$ cat src/rtl/mem_responder.sv
// Single-port memory responder arbitrating an instruction buffer fill and a data port.
// Define LINE_BUF_EN to turn the single-word instruction buffer into a 4-word line buffer.
module mem_responder #(
   parameter int unsigned D_PRIORITY = 1
) (
   input  logic        clk,
   input  logic        rst_n,
   input  logic [15:0] i_addr,
   output logic [15:0] instr,
   output logic        i_rdy,
   input  logic [15:0] d_addr,
   input  logic        re,
   input  logic        we,
   input  logic [15:0] wrt_data,
   output logic [15:0] rd_data,
   output logic        d_rdy,
   output logic [15:0] m_addr,
   output logic        m_re,
   output logic        m_we,
   output logic [15:0] m_wdata,
   input  logic [15:0] m_rdata,
   input  logic        m_valid
);

   localparam logic [2:0] IDLE   = 3'd0;
   localparam logic [2:0] IFETCH = 3'd1;
   localparam logic [2:0] DREAD  = 3'd2;
   localparam logic [2:0] DWRITE = 3'd3;
   localparam logic [2:0] DONE   = 3'd4;

`ifdef LINE_BUF_EN
   localparam int unsigned TagW = 14;
`else
   localparam int unsigned TagW = 16;
`endif

   logic [2:0]      state_q, state_d;
   logic [15:0]     m_addr_q, m_addr_d;
   logic            m_re_q, m_re_d;
   logic            m_we_q, m_we_d;
   logic [15:0]     m_wdata_q, m_wdata_d;
   logic [15:0]     rd_data_q, rd_data_d;
   logic            valid_q, valid_d;
   logic [TagW-1:0] tag_q, tag_d;

   logic [TagW-1:0] i_tag, d_tag, f_tag;
   logic [15:0]     fetch_base;
   logic [15:0]     buf_rword;
   logic            fill_last;
   logic            fill_we, coh_we;
   logic            i_hit, d_hit, d_req;

`ifdef LINE_BUF_EN
   logic [15:0] buf_q [4];

   assign i_tag      = i_addr[15:2];
   assign d_tag      = d_addr[15:2];
   assign f_tag      = m_addr_q[15:2];
   assign fetch_base = {i_addr[15:2], 2'b00};
   assign buf_rword  = buf_q[i_addr[1:0]];
   assign fill_last  = (m_addr_q[1:0] == 2'b11);

   always_ff @(posedge clk or negedge rst_n) begin
      if (!rst_n) begin
         for (int i = 0; i < 4; i++) buf_q[i] <= '0;
      end else if (fill_we) begin
         buf_q[m_addr_q[1:0]] <= m_rdata;
      end else if (coh_we) begin
         buf_q[d_addr[1:0]] <= wrt_data;
      end
   end
`else
   logic [15:0] buf_q;

   assign i_tag      = i_addr;
   assign d_tag      = d_addr;
   assign f_tag      = m_addr_q;
   assign fetch_base = i_addr;
   assign buf_rword  = buf_q;
   assign fill_last  = 1'b1;

   always_ff @(posedge clk or negedge rst_n) begin
      if (!rst_n) begin
         buf_q <= '0;
      end else if (fill_we) begin
         buf_q <= m_rdata;
      end else if (coh_we) begin
         buf_q <= wrt_data;
      end
   end
`endif

   assign i_hit = valid_q && (tag_q == i_tag);
   assign d_hit = valid_q && (tag_q == d_tag);
   assign d_req = re || we;

   always_comb begin
      state_d   = state_q;
      m_addr_d  = m_addr_q;
      m_re_d    = m_re_q;
      m_we_d    = m_we_q;
      m_wdata_d = m_wdata_q;
      rd_data_d = rd_data_q;
      valid_d   = valid_q;
      tag_d     = tag_q;
      fill_we   = 1'b0;
      coh_we    = 1'b0;
      unique case (state_q)
         IDLE: begin
            if (d_req && (i_hit || (D_PRIORITY != 0))) begin
               state_d   = we ? DWRITE : DREAD;
               m_addr_d  = d_addr;
               m_re_d    = re;
               m_we_d    = we;
               m_wdata_d = we ? wrt_data : m_wdata_q;
            end else if (!i_hit) begin
               state_d  = IFETCH;
               m_addr_d = fetch_base;
               m_re_d   = 1'b1;
               valid_d  = 1'b0;
            end
         end
         IFETCH: begin
            // Strobe is low for one cycle between line words; m_valid is ignored then.
            if (!m_re_q) begin
               m_re_d = 1'b1;
            end else if (m_valid) begin
               m_re_d  = 1'b0;
               fill_we = 1'b1;
               if (fill_last) begin
                  valid_d = 1'b1;
                  tag_d   = f_tag;
                  state_d = IDLE;
               end else begin
                  m_addr_d = m_addr_q + 16'd1;
               end
            end
         end
         DREAD: begin
            if (m_valid) begin
               rd_data_d = m_rdata;
               m_re_d    = 1'b0;
               state_d   = DONE;
            end
         end
         DWRITE: begin
            if (m_valid) begin
               m_we_d  = 1'b0;
               coh_we  = d_hit;
               state_d = DONE;
            end
         end
         default: state_d = IDLE;
      endcase
   end

   always_ff @(posedge clk or negedge rst_n) begin
      if (!rst_n) begin
         state_q   <= IDLE;
         m_addr_q  <= '0;
         m_re_q    <= 1'b0;
         m_we_q    <= 1'b0;
         m_wdata_q <= '0;
         rd_data_q <= '0;
         valid_q   <= 1'b0;
         tag_q     <= '0;
      end else begin
         state_q   <= state_d;
         m_addr_q  <= m_addr_d;
         m_re_q    <= m_re_d;
         m_we_q    <= m_we_d;
         m_wdata_q <= m_wdata_d;
         rd_data_q <= rd_data_d;
         valid_q   <= valid_d;
         tag_q     <= tag_d;
      end
   end

   assign i_rdy   = i_hit;
   assign instr   = i_hit ? buf_rword : '0;
   assign rd_data = rd_data_q;
   assign d_rdy   = (state_q == DONE) ||
                    ((state_q != DREAD) && (state_q != DWRITE) && !d_req);
   assign m_addr  = m_addr_q;
   assign m_re    = m_re_q;
   assign m_we    = m_we_q;
   assign m_wdata = m_wdata_q;

endmodule

$ cat config.mk
export PLATFORM = sky130hd
export DESIGN_NAME = mem_responder
export DESIGN_NICKNAME = d
export VERILOG_FILES = /design/src/rtl/mem_responder.sv
export SDC_FILE = /design/constraint.sdc
export NUM_CORES = 1
export LEC_CHECK = 0
export CORE_ASPECT_RATIO = 0.5
export CORE_MARGIN = 4
export CORE_UTILIZATION = 63
export CTS_CLUSTER_SIZE = 14
export DETAILED_ROUTE_END_ITERATION = 7
export DONT_BUFFER_PORTS = 1
export PLACE_DENSITY = 0.82
export SLEW_MARGIN = 10
export SYNTH_ARGS = -nofsm -noshare
export SYNTH_HDL_FRONTEND = slang
export SYNTH_SLANG_ARGS = --single-unit
$ cat constraint.sdc
create_clock -name clk -period 4.1 [get_ports clk]
set_input_delay 1.23 -clock clk [delete_from_list [all_inputs] [get_ports clk]]
set_output_delay 1.23 -clock clk [all_outputs]
set_load 0.01 [all_outputs]
# Yosys cells after proc, flatten, opt, wreduce, memory -nomap -nowiden
# Index checks and enable logic that the tools add are counted.
# word_totals
register_bits,86
in_bits,69
# op_classes
eq_ne,18
n_mux,30
n_reduce_logical,21
# ops
operator,n
$mux 16,5
$eq 16x16->1,2
$mux 1,16
$mux 3,5
$ne 2x2->1 const B,7
$reduce_and 3->1,4
$pmux 3 s3,1
$eq 3x2->1 const B,2
$ne 3x2->1 const B,2
$reduce_bool 2->1,3
$reduce_and 5->1,1
$logic_and 1x1->1,4
$ne 2x1->1 const B,2
$pmux 1 s2,2
$reduce_and 2->1,2
$reduce_and 4->1,1
$eq 3x1->1 const B,1
$eq 3x3->1 const B,1
$logic_not 3->1,1
$ne 3x3->1 const B,1
$pmux 1 s3,1
$reduce_bool 3->1,1
$logic_or 1x1->1,2
$reduce_or 2->1,1
$logic_not 1->1,1

# Logic depth before layout (Yosys ltp)
# depth
word_depth,6
mapped_depth,7

# Least setup slack after synthesis
# OpenSTA, ideal clock, no wires.
# synth_timing
path_kind,input -> output
from,input port i_addr[1]
to,output port instr[10]
t_arrival_ps,2671
slack_ps,199
cell_stages,5
path_cell_list,and2b_1 a2111o_1 nor4_4 clkbuf_1 and3_1
# synth_via
elab_chain_cells,3
# synth_lines
item,line,rtl
"start, declared",8,"input logic [15:0] i_addr,"
$eq 16x16->1,93,assign i_hit = valid_q && (tag_q == i_tag);
$logic_and 1x1->1,93,
$mux 16,180,assign instr = i_hit ? buf_rword : '0;
"end, declared",9,"output logic [15:0] instr,"
# Every way passes these cells.

# Worst setup path after layout
# layout_timing
from,input port i_addr[1]
to,output port instr[5]
# The elaborated chain is that of the path after synthesis.

==> impl_metrics.json <==
{
  "status": "complete, no violations",
  "gp_congestion": 0.8425,
  "dp_hpwl_um": 6678,
  "gr-total-overflow": 0,
  "dieArea_sq_um": 8170,
  "avgSynthCellArea_sq_um": 13.39,
  "viasPerCell": 6.162,
  "dr_wl_met2_um": 4531,
  "max_freq_mhz": 262.0,
  "layout.nets": 389,
  "grt_pass1_vias": 2846,
  "synthToLayoutAreaGrowth_pct": 9.701,
  "syn_inst": 316,
  "yosysUniqueCellTypes": 31,
  "io_pins": 137,
  "ys_seq_elements": 86,
  "hold_path_class": "reg2reg",
  "rsz0062_at_grt": "false",
  "cp-end-kind": "output pin",
  "clockBufferDepth": 2,
  "yosysSeqAreaShare": 0.5087,
  "root_buffer": "clkbuf_16",
  "synthArstFlopShare": 1.000,
  "dr.pass1.iters": 4,
  "routed.top_layer": "met4",
  "n_antenna_cell": 0,
  "met3WireLength_um": 963,
  "fin_worst_skew_ns": 0.007231,
  "critPathArrivalTime_ns": 2.59,
  "worstHoldStart": "valid_q",
  "drv_slew": 0,
  "worstSetupPathType": "in2out",
  "finalHoldViolCount": 0,
  "die_h_um": 65.95,
  "drive_above_1_share": 0.4277,
  "tightestPinTransition_ns": 0.8697,
  "crit_fanout": 18,
  "fin_crit_sh": 0.9308,
  "cts_buffers": 9,
  "ys.flop_type": "dfrtp_1",
  "pre_cts_slack_ns": 0.2733,
  "grt_first_pass_wirelength_um": 14840,
  "core_sq_um": 6281,
  "syn-cell-area_sq_um": 4230,
  "cts_resized": 0,
  "cap_violations": 0,
  "cp.required_ns": 2.87,
  "ys_warn_count": 0,
  "drt_iter0_markers": 177,
  "slew_headroom": 0.4202,
  "startpoint_type": "input port",
  "grt_max_degree": 87,
  "clkLatencyLatePin_ns": 0.34,
  "num-fill-cells": 421,
  "fp.dieW_um": 123.9,
  "cts_tree": "yes",
  "p_leak_nw": 2.015,
  "post_cts_buffers": 0,
  "powerDensity_nw_per_um2": 802.0,
  "syn_nets": 385,
  "route.detailed.drc": 0,
  "io_buffers": 0,
  "clkSlewWorstSetupHoldPaths_ns": 0.06,
  "period_needed_ns": 3.816,
  "finalSetupViolations": 0,
  "wl_per_cell_um": 22.54,
  "start_util": 0.6735,
  "drt-met1-wl_um": 3710,
  "startpoint": "i_addr[1]",
  "finalWirelength_um": 9310,
  "row_count": 20,
  "htreeDepth": 3,
  "timing.rr.start": "tag_q[4]",
  "holdBufCountCts": 0,
  "vias": 2545,
  "ir_drop_mv": 0.4305,
  "track_usage": 0.2397,
  "clkSinkCount": 86,
  "grt_antenna_before_repair": 0,
  "synth_edf_count": 0,
  "tns_ns": 0,
  "setup_slack_ns": 0.2837,
  "drtAntennaViolNets": 0
}
final cells by class:
type,instances,area (sq um),share of cell area
Clock inverter,6,61.31,0.01321
Inverter,7,26.28,0.005662
Clock buffer,10,239.0,0.05150
Sequential cell,86,2152,0.4637
Timing Repair Buffer,7,52.55,0.01132
Multi-Input combinational cell,209,1999,0.4308
Tap cell,88,110.1,0.02373
Yosys cell counts (2+ instances only):
| cell | number | share of area |
|---|---|---|
| nand3_1 | 3 | 0.0035 |
| nor4_1 | 5 | 0.0074 |
| nand4_1 | 6 | 0.0089 |
| a2bb2oi_1 | 2 | 0.0041 |
| mux2_2 | 102 | 0.27 |
| xnor2_1 | 17 | 0.035 |
| a31oi_1 | 2 | 0.0030 |
| clkbuf_1 | 12 | 0.011 |
| xor2_1 | 12 | 0.025 |
| a21oi_1 | 2 | 0.0024 |
| nor3_1 | 3 | 0.0035 |
| and3_1 | 18 | 0.027 |
| and2_1 | 2 | 0.0030 |
| dfrtp_1 | 86 | 0.51 |
| nor2_1 | 5 | 0.0044 |
| o22ai_1 | 2 | 0.0030 |
| o21ai_0 | 3 | 0.0035 |
| mux2_4 | 10 | 0.035 |
| nand2_1 | 4 | 0.0035 |
| nor2b_1 | 3 | 0.0044 |
| inv_1 | 7 | 0.0062 |
placed cells by master (no fill, tap or decap), types with 5 or more instances in the layout:
cell type  count
xnor2_1       17
buf_4          7
dfrtp_1       86
and3_1        18
mux2_4        10
nand4_1        6
xor2_1        12
nor4_1         5
inv_1          7
clkbuf_16      9
mux2_2       102
power by group:
group	leakage (nW)	total, mW	internal (mW)	switching (mW)
sequential	1.02	1.77	1.29	0.482
combinational	0.846	1.14	0.703	0.437
clock	0.148	0.812	0.486	0.326
cell families after synthesis:
group	count (synthesis)	share of synthesized area
multiplexers	112	0.3070
flip-flops	86	0.5087
AND/OR/NAND/NOR	52	0.07394
XOR/XNOR	29	0.06004
buffers and inverters	21	0.02041
AO/OA/AOI/OAI	16	0.02987
flip-flops by register name, indices dropped and copies added (netlist names):
register  cells
buf_q        16
m_addr       16
m_re          1
m_wdata      16
m_we          1
rd_data      16
state_q       3
tag_q        16
valid_q       1
layer usage:
metal / up-vias / GRT usage
li1: 1143 / -
met1: 1292 / 0.2811
met2: 98 / 0.4022
met3: 12 / 0.1009
met4: 0 / 0.07586
met5: - / 0
critical path, cell delays in order:
cell	delay (ns)
and2b_1	0.16
a2111o_1	0.41
nor4_4	0.26
buf_4	0.27
and3_1	0.26
through the flow:
step / util / hold slack, ns / instance area, sq um / instances / total power [mW]
after floorplan: - / 0.4973 / 4230 / 316 / 2.647
after global placement: 0.6910 / 0.5405 / 4340 / 397 / 2.853
after detailed placement: 0.6910 / 0.5333 / 4340 / 397 / 2.931
after CTS: 0.7388 / 0.5471 / 4641 / 413 / 3.752
after global routing: 0.7388 / 0.5556 / 4641 / 413 / 3.937
final: 0.7388 / 0.5425 / 4641 / 413 / 3.722
worst paths after layout:
check | to | slack, ns | cells past startpoint
min | valid_q | 0.54 | 2
max in group asynchronous | m_wdata[0] | 3.37 | 0
min reg2reg | valid_q | 0.54 | 2
min in group asynchronous | m_addr[9] | 0.58 | 0
max reg2reg | m_addr[11] | 1.71 | 6
max | instr[5] | 0.28 | 5
(Power assumes the default switching activity.)
